===== src/rtl/ysyx_22040365_wbu.sv =====
// ysyx_22040365_wbu: write-back unit with 2-entry skid FIFO, 32x64 regfile, bypassed read ports, retire trace
//   in : clk, rst (sync, active-high), ex_valid/ex_rd/ex_wen_rd/ex_result/ex_pc (EX result),
//        wb_stall (freeze retirement), rs1_addr/rs2_addr (read indices)
//   out: ex_ready (FIFO not full), rs1_data/rs2_data (combinational, bypassed),
//        commit_valid/commit_pc (retire pulse), retire_cnt (retired entry count)
module ysyx_22040365_wbu #(
  parameter int XLEN    = 64,
  parameter int RADDR_W = 5
) (
  input  logic               clk,
  input  logic               rst,
  input  logic               ex_valid,
  output logic               ex_ready,
  input  logic [RADDR_W-1:0] ex_rd,
  input  logic               ex_wen_rd,
  input  logic [XLEN-1:0]    ex_result,
  input  logic [XLEN-1:0]    ex_pc,
  input  logic               wb_stall,
  input  logic [RADDR_W-1:0] rs1_addr,
  input  logic [RADDR_W-1:0] rs2_addr,
  output logic [XLEN-1:0]    rs1_data,
  output logic [XLEN-1:0]    rs2_data,
  output logic               commit_valid,
  output logic [XLEN-1:0]    commit_pc,
  output logic [XLEN-1:0]    retire_cnt
);
  logic [XLEN-1:0]    rf [2**RADDR_W];
  logic [RADDR_W-1:0] e_rd [2];
  logic               e_wen [2];
  logic [XLEN-1:0]    e_res [2];
  logic [XLEN-1:0]    e_pc [2];
  logic [1:0]         count;
  logic               rd_ptr, wr_ptr, push, pop, ov, yv;
  logic [RADDR_W-1:0] ra [2];
  logic [XLEN-1:0]    rdat [2];
  assign ex_ready = count < 2'd2;
  assign push = ex_valid & ex_ready;
  assign pop = (count != 2'd0) & ~wb_stall;
  // head entry (rd_ptr) is the older one; the other slot is pending only when full
  assign ov = count != 2'd0;
  assign yv = count == 2'd2;
  always_ff @(posedge clk) begin
    if (rst) begin
      count <= '0;
      rd_ptr <= 1'b0;
      wr_ptr <= 1'b0;
      commit_valid <= 1'b0;
      commit_pc <= '0;
      retire_cnt <= '0;
      for (int i = 0; i < 2**RADDR_W; i++) rf[i] <= '0;
    end else begin
      count <= count + 2'(push) - 2'(pop);
      commit_valid <= pop;
      if (push) wr_ptr <= ~wr_ptr;
      if (pop) begin
        rd_ptr <= ~rd_ptr;
        retire_cnt <= retire_cnt + 1'b1;
        commit_pc <= e_pc[rd_ptr];
        if (e_wen[rd_ptr] && e_rd[rd_ptr] != '0) rf[e_rd[rd_ptr]] <= e_res[rd_ptr];
      end
    end
  end
  always_ff @(posedge clk) begin
    if (push && !rst) begin
      e_rd[wr_ptr] <= ex_rd;
      e_wen[wr_ptr] <= ex_wen_rd;
      e_res[wr_ptr] <= ex_result;
      e_pc[wr_ptr] <= ex_pc;
    end
  end
  assign ra[0] = rs1_addr;
  assign ra[1] = rs2_addr;
  for (genvar g = 0; g < 2; g++) begin : g_rd
    assign rdat[g] = (ra[g] == '0) ? '0 :
                     (yv && e_wen[~rd_ptr] && e_rd[~rd_ptr] == ra[g]) ? e_res[~rd_ptr] :
                     (ov && e_wen[rd_ptr] && e_rd[rd_ptr] == ra[g]) ? e_res[rd_ptr] :
                     rf[ra[g]];
  end
  assign rs1_data = rdat[0];
  assign rs2_data = rdat[1];
endmodule


===== config.mk =====
export PLATFORM = sky130hd
export DESIGN_NAME = ysyx_22040365_wbu
export DESIGN_NICKNAME = d
export VERILOG_FILES = /design/src/rtl/ysyx_22040365_wbu.sv
export SDC_FILE = /design/constraint.sdc
export NUM_CORES = 2
export LEC_CHECK = 0
export ABC_CLOCK_PERIOD_IN_PS = 33200
export BUFFER_PORTS_ARGS = -buffer_cell sky130_fd_sc_hd__buf_2
export CORE_ASPECT_RATIO = 0.6
export CORE_MARGIN = 1.5
export CORE_UTILIZATION = 55
export DETAILED_ROUTE_END_ITERATION = 8
export GPL_ROUTABILITY_DRIVEN = 0
export PLACE_DENSITY = 0.71
export RECOVER_POWER = 100
export SLEW_MARGIN = 20
export SYNTH_ARGS = -nofsm -noshare
export SYNTH_HDL_FRONTEND = slang
export SYNTH_SLANG_ARGS = --single-unit

===== constraint.sdc =====
create_clock -name clk -period 33.2 [get_ports clk]
set_input_delay 6.64 -clock clk [delete_from_list [all_inputs] [get_ports clk]]
set_output_delay 6.64 -clock clk [all_outputs]
set_load 0.01 [all_outputs]

-- Word-level counts from Yosys, hierarchy flattened
Memory sizes are Yosys's and may differ from the RTL's. A register that Yosys moved wholly into a read port is not among the register bits.
Cells that the tools add are included.
- register bits: 69
- RAM bits: 2316
- word-level logic and storage cells: 61
- memories: 5
- memory list (name ; depth ; bits a word ; rd ports ; clocked after Yosys merged registers in ; wr ports ; line ; text):
    rf ; 32 ; 64 ; 2 ; 0 ; 32 ; 27 ; logic [XLEN-1:0] rf [2**RADDR_W];
    e_pc ; 2 ; 64 ; 1 ; 1 ; 1 ; 31 ; logic [XLEN-1:0] e_pc [2];
    e_res ; 2 ; 64 ; 2 ; 1 ; 1 ; 30 ; logic [XLEN-1:0] e_res [2];
    e_rd ; 2 ; 5 ; 2 ; 1 ; 1 ; 28 ; logic [RADDR_W-1:0] e_rd [2];
    e_wen ; 2 ; 1 ; 2 ; 1 ; 1 ; 29 ; logic e_wen [2];
- $add $sub $neg: 3
- $lt $le $gt $ge: 1
- equal/unequal tests: 5
- mux-type cells: 23
- bitwise logic cells: 5
- reduce and logical (&&, ||, !) cells: 14
- operator list (kind ; number):
    two-way mux 64 bit ; 7
    adder 64 x 1 -> 64 bit, second input constant ; 1
    OR reduction 64 bit ; 1
    equality test 5 bit ; 4
    two-way mux 1 bit ; 15
    logical NOT 5 bit ; 2
    logical AND 1 bit ; 8
    two-way mux 5 bit ; 1
    nonzero test 5 bit ; 1
    NOT 1 bit ; 3
    adder 2 x 1 -> 2 bit ; 1
    AND 1 bit ; 2
    equality test 2 bit, second input constant ; 1
    < comparator 2 bit, second input constant ; 1
    nonzero test 2 bit ; 1
    subtractor 2 x 1 -> 2 bit ; 1
    logical NOT 1 bit ; 1

-- Longest topological paths before layout
- word-level depth: 8
- gate-level depth with buffers: 12
- mapped depth without buffers: 8

-- Least setup slack after synthesis
Ideal clock, no wire load.
- path type: input -> register
- start point: in rst
- end point: mem e_pc[1][0] (enable)
- setup time: 819 ps
- arrival time: 16533 ps
- slack: 15849 ps
- stages: 2
- path buffers: 1
- path through: clkbuf_1 nor3b_1
- cells in the longest elaborated chain, start to end: 4
- ends and longest elaborated chain (what ; line ; text):
    start, declared ; 11 ; input logic rst,
    logical NOT 1 bit ; 64 ; if (push && !rst) begin
    logical AND 1 bit ; 64 ;
    two-way mux 1 bit ; 64 ;
    two-way mux 1 bit (not written as such) ; 68 ; e_pc[wr_ptr] <= ex_pc;
    end, declared ; 31 ;
No other way between the ends.

-- Final worst setup path
- start point: in rs2_addr[3]
- end point: out rs2_data[52]
- cells in the longest elaborated chain, start to end: 5
- elaborated cells on any way between the ends: 9
- those cells by class: eq/ne: 2; mux: 3; reduce/logical: 3; memory: 1
- ends and longest elaborated chain (what ; line ; text):
    start, declared ; 20 ; input logic [RADDR_W-1:0] rs2_addr,
    parallel branches: the longest is 4 deep, another holds memory read (32 x 64 bit) ; -- ;
    two-way mux 64 bit * ; 74 ; assign rdat[g] = (ra[g] == '0) ? '0 :
    end, declared ; 22 ; output logic [XLEN-1:0] rs2_data,
Every way passes the cells marked *.

==> summary.md <==
| Metric | Value |
|---|---|
| Yosys top cell by area | `edfxtp_1` |
| Worst-path cell chain | `buf_2, clkbuf_1, clkbuf_1, xnor2_1, nor4_1, and2_0, clkbuf_1, nor3_1, o22ai_1, clkbuf_1` |
| Comb power frac | `between 15 and 20%` |
| Final antenna-violating net count | `0` |
| Fmax achieved | `approximately 38 MHz` |
| Die W | `just over 600 um` |
| Storage element area | `72240 um^2` |
| Most common cell in the netlist | `edfxtp_1` |
| P_int | `approximately 5.5 mW` |
| Depth of the most critical reg-to-reg path | `10` |
| Max rail drop VDD | `around 0.000045 V` |
| Switch share | `28.84%` |
| CTS tree | `done` |
| Least-Margin Pin Slew | `8.898 ns` |
| Critical Path Max Stage Delay | `roughly 3.7 ns` |
| Endpoints failing setup | `0` |
| Mapped Cells | `just under 9000` |
| Fillcell total | `between 15000 and 20000` |
| Post-route setup TNS | `0 ns` |
| Vias per inst | `approximately 7.7` |
| Avg Synthesized Cell Area | `roughly 14 um^2` |
| Vias in the first global route | `between 80000 and 90000` |
| Post-synth top area share | `57.14%` |
| Rel. slew slack | `-493.2%` |
| Clock Pin Slew Worst Setup and Hold Paths | `0.06 ns` |
| Post-synth EDFFs | `2316` |
| Leakage Power | `slightly below 50 nW` |
| Synth Flop Type | `edfxtp_1` |
| Count of unique library cells instantiated by Yosys | `between 60 and 70` |
| CP top delay family | `buffers and inverters` |
| Pre-antenna DRT Iters | `7` |
| NetSw | `approximately 2.2 mW` |
| Total wire length | `roughly 480000 um` |
| Setup ws final | `~6.9 ns` |
| Async SR Flop Fraction | `0%` |
| Count of final max-slew check failures | `between 4000 and 5000` |
| Htree depth | `4` |
| Top cells by area, synth | `edfxtp_1, mux4_2, nor2_1` |
| CP endpoint kind | `output port` |
| Outcome | `finished, violations left` |
| Root buffer cell | `clkbuf_16` |
| Failing checks | `max-capacitance violations, max-slew violations` |
| Buf+Inv Stages, Crit Path | `5` |
| Net count, final | `8888` |
| Yosys reg bits | `around 2500` |
| Rows | `133` |
| Die Y | `367.4 um` |
| Core ar. | `roughly 220000 um^2` |
| CTS Buffer Depth | `4` |
| Max-cap violations | `152` |
| DR vias | `just over 90000` |
| Clock buffer count from CTS | `between 200 and 250` |
| Post-cts hold buffer count | `0` |
| Worst hold path type | `flop to flop` |
| Total grt overflow | `0` |
| Hold path cells | `2` |
| WL/cell | `between 40 and 50 um` |
| CP Depth | `10` |
| Sequential area share after synthesis | `around 59%` |
| Pin count of the biggest net entering global routing | `~140` |
| Worst-path maximum fanout | `45` |
| Initial antenna violation count | `16` |
| Starting Density | `55.46%` |
| Final Hold Viols | `0` |
| Flop2flop setup slack | `19.77 ns` |
| Detailed Place HPWL | `between 200000 and 300000 um` |
| Mapped Area | `approximately 120000 um^2` |
| Critical path required time | `around 27 ns` |
| Fin Clk Skew | `between 0.06 and 0.07 ns` |
| Worst setup path class | `input pin to output port` |
| Hold WS | `slightly below 0.5 ns` |
| Cell area after layout | `133300 um^2` |
| Setup crit start kind | `input pin` |
| Area delta synth->final | `9.489%` |
| Worst path slowest cell | `clkbuf_1` |
| # IOs | `406` |
| Worst path arrival time | `roughly 20 ns` |
| Post_cts resized | `0` |
| Power share of the sequential group | `a little under half` |
| Syn. warnings | `0` |
| Multi-input logic area | `around 46000 um^2` |
| Post-CTS Setup Inserts | `0` |
| Clock share of power | `35.9%` |
| Worst r2r dst | `rf[4][50]` |
| Synth top cells by count | `edfxtp_1, nor2_1, mux4_2` |
| Global-route wire length before repair | `between 600000 and 700000 um` |
| Final worst-path cycle share | `between 70% and 80%` |
| Clock Sinks | `2450` |
| Starting DRT DRC Count | `around 19000` |
| Pre-CTS setup slack | `between 10 and 15 ns` |
| DRC | `0` |
| Placed cell areas | `between 100000 and 150000 um^2` |
| Skew-Pair Late Insertion Delay | `0.94 ns` |
| GRT Util Overall | `around 42%` |
| PwrDens | `a little under 60 nW/um^2` |
| DIE AREA | `between 200000 and 250000 um^2` |
| Port Buffer Count | `about 410` |
| Share of cells above drive strength 1 | `18.60%` |
| Unrepaired setup endpoints after global routing | `false` |
| Crit-path most repeated cell | `clkbuf_1` |
| HP Start | `commit_pc[57]` |
| Crit path time final | `around 26 ns` |
| Hold Path Sink | `commit_pc[57]` |
-- sequential cells by signal (all words and copies together), names as in the netlist, named ones only --
register      cells
commit_pc        64
commit_valid      1
count             2
e_pc            128
e_rd             10
e_res           128
e_wen             2
rd_ptr            1
retire_cnt       64
rf             2048
wr_ptr            1
-- kinds of logic after synthesis --
group	after synthesis	synth area share, %
buffers and inverters	956	3.506
and+or+nand+nor	2740	9.023
AOI/OAI and AO/OA	781	4.567
DFF	2450	59.34
xor gates and xnor gates	72	0.5181
adders and majority gates	3	0.03084
other	1	0.003081
muxes	1653	23.01
-- metrics by stage --
step                utilization [%]  std cells  total power [mW]
floorplan                         -       8719             4.465
CTS                           61.24      11830             7.652
finish                        60.72      11870             7.727
detailed placement            57.79      11400             4.962
global route                  60.67      11830             7.853
global placement              57.74      11400             4.933
-- cell type report --
cell class / count / share of cell area (%)
clock inverter: 139 / 1.089
clock buffer: 283 / 4.594
multi-input combinational: 5313 / 34.48
sequential: 2450 / 54.20
inverter: 56 / 0.1671
tap: 2902 / 2.724
antenna: 41 / 0.07698
timing repair buffer: 686 / 2.670
-- worst reg2reg max path, cell delays in order (launching register included) --
cell and delay [ns]:
dfxtp_4 0.57, buf_4 0.58, buf_4 0.69, nor3_1 0.14
a21oi_1 0.20, nor2_1 0.16, nor3_1 0.23, clkbuf_1 0.32
nand2_1 2.40, nand2b_1 3.96, clkbuf_1 3.59
-- power groups by stage --
stage	Sequential, mW	Combinational [mW]	Clock (mW)
6_report	3.65	1.31	2.77
5_1_grt	3.66	1.34	2.86
4_1_cts	3.62	1.28	2.75
3_5_place_dp	3.69	1.27	0
3_3_place_gp	3.68	1.26	0
2_1_floorplan	3.68	0.787	0
-- how the worst max path moves through the flow --
stage	startpoint	endpoint	slack, ns
after global placement	rs2_addr[1]	rs2_data[57]	14.51
after CTS	rs2_addr[1]	rs2_data[57]	14.40
after floorplan	rst	e_pc[1][0]	15.85
after global routing	rs1_addr[1]	rs1_data[40]	7.65
after detailed placement	rs2_addr[1]	rs2_data[57]	14.43
final	rs2_addr[3]	rs2_data[52]	6.89
-- per-layer routing --
layer  GRT usage [%]  routed length, um  vias to the layer above
met5           2.129                676                        -
met4           24.84              35780                       28
met3           19.82              97090                     2253
met2           56.87             193400                    10690
met1           55.51             156400                    44710
li1                -                  -                    33240
-- placed cells by master, fill, tap and decap left out, types with 52 or more instances in the layout --
master / count
a211oi_1: 98
a21oi_1: 72
a22oi_1: 224
buf_2: 105
buf_4: 179
clkbuf_1: 433
clkbuf_16: 236
clkinv_1: 54
conb_1: 64
dfxtp_1: 132
edfxtp_1: 2316
inv_1: 52
mux2i_1: 661
mux2i_2: 60
mux4_2: 915
nand2_1: 239
nand3_1: 78
nor2_1: 2166
nor3_1: 72
o21ai_0: 63
o22ai_1: 134
(Power assumes the default switching activity.)
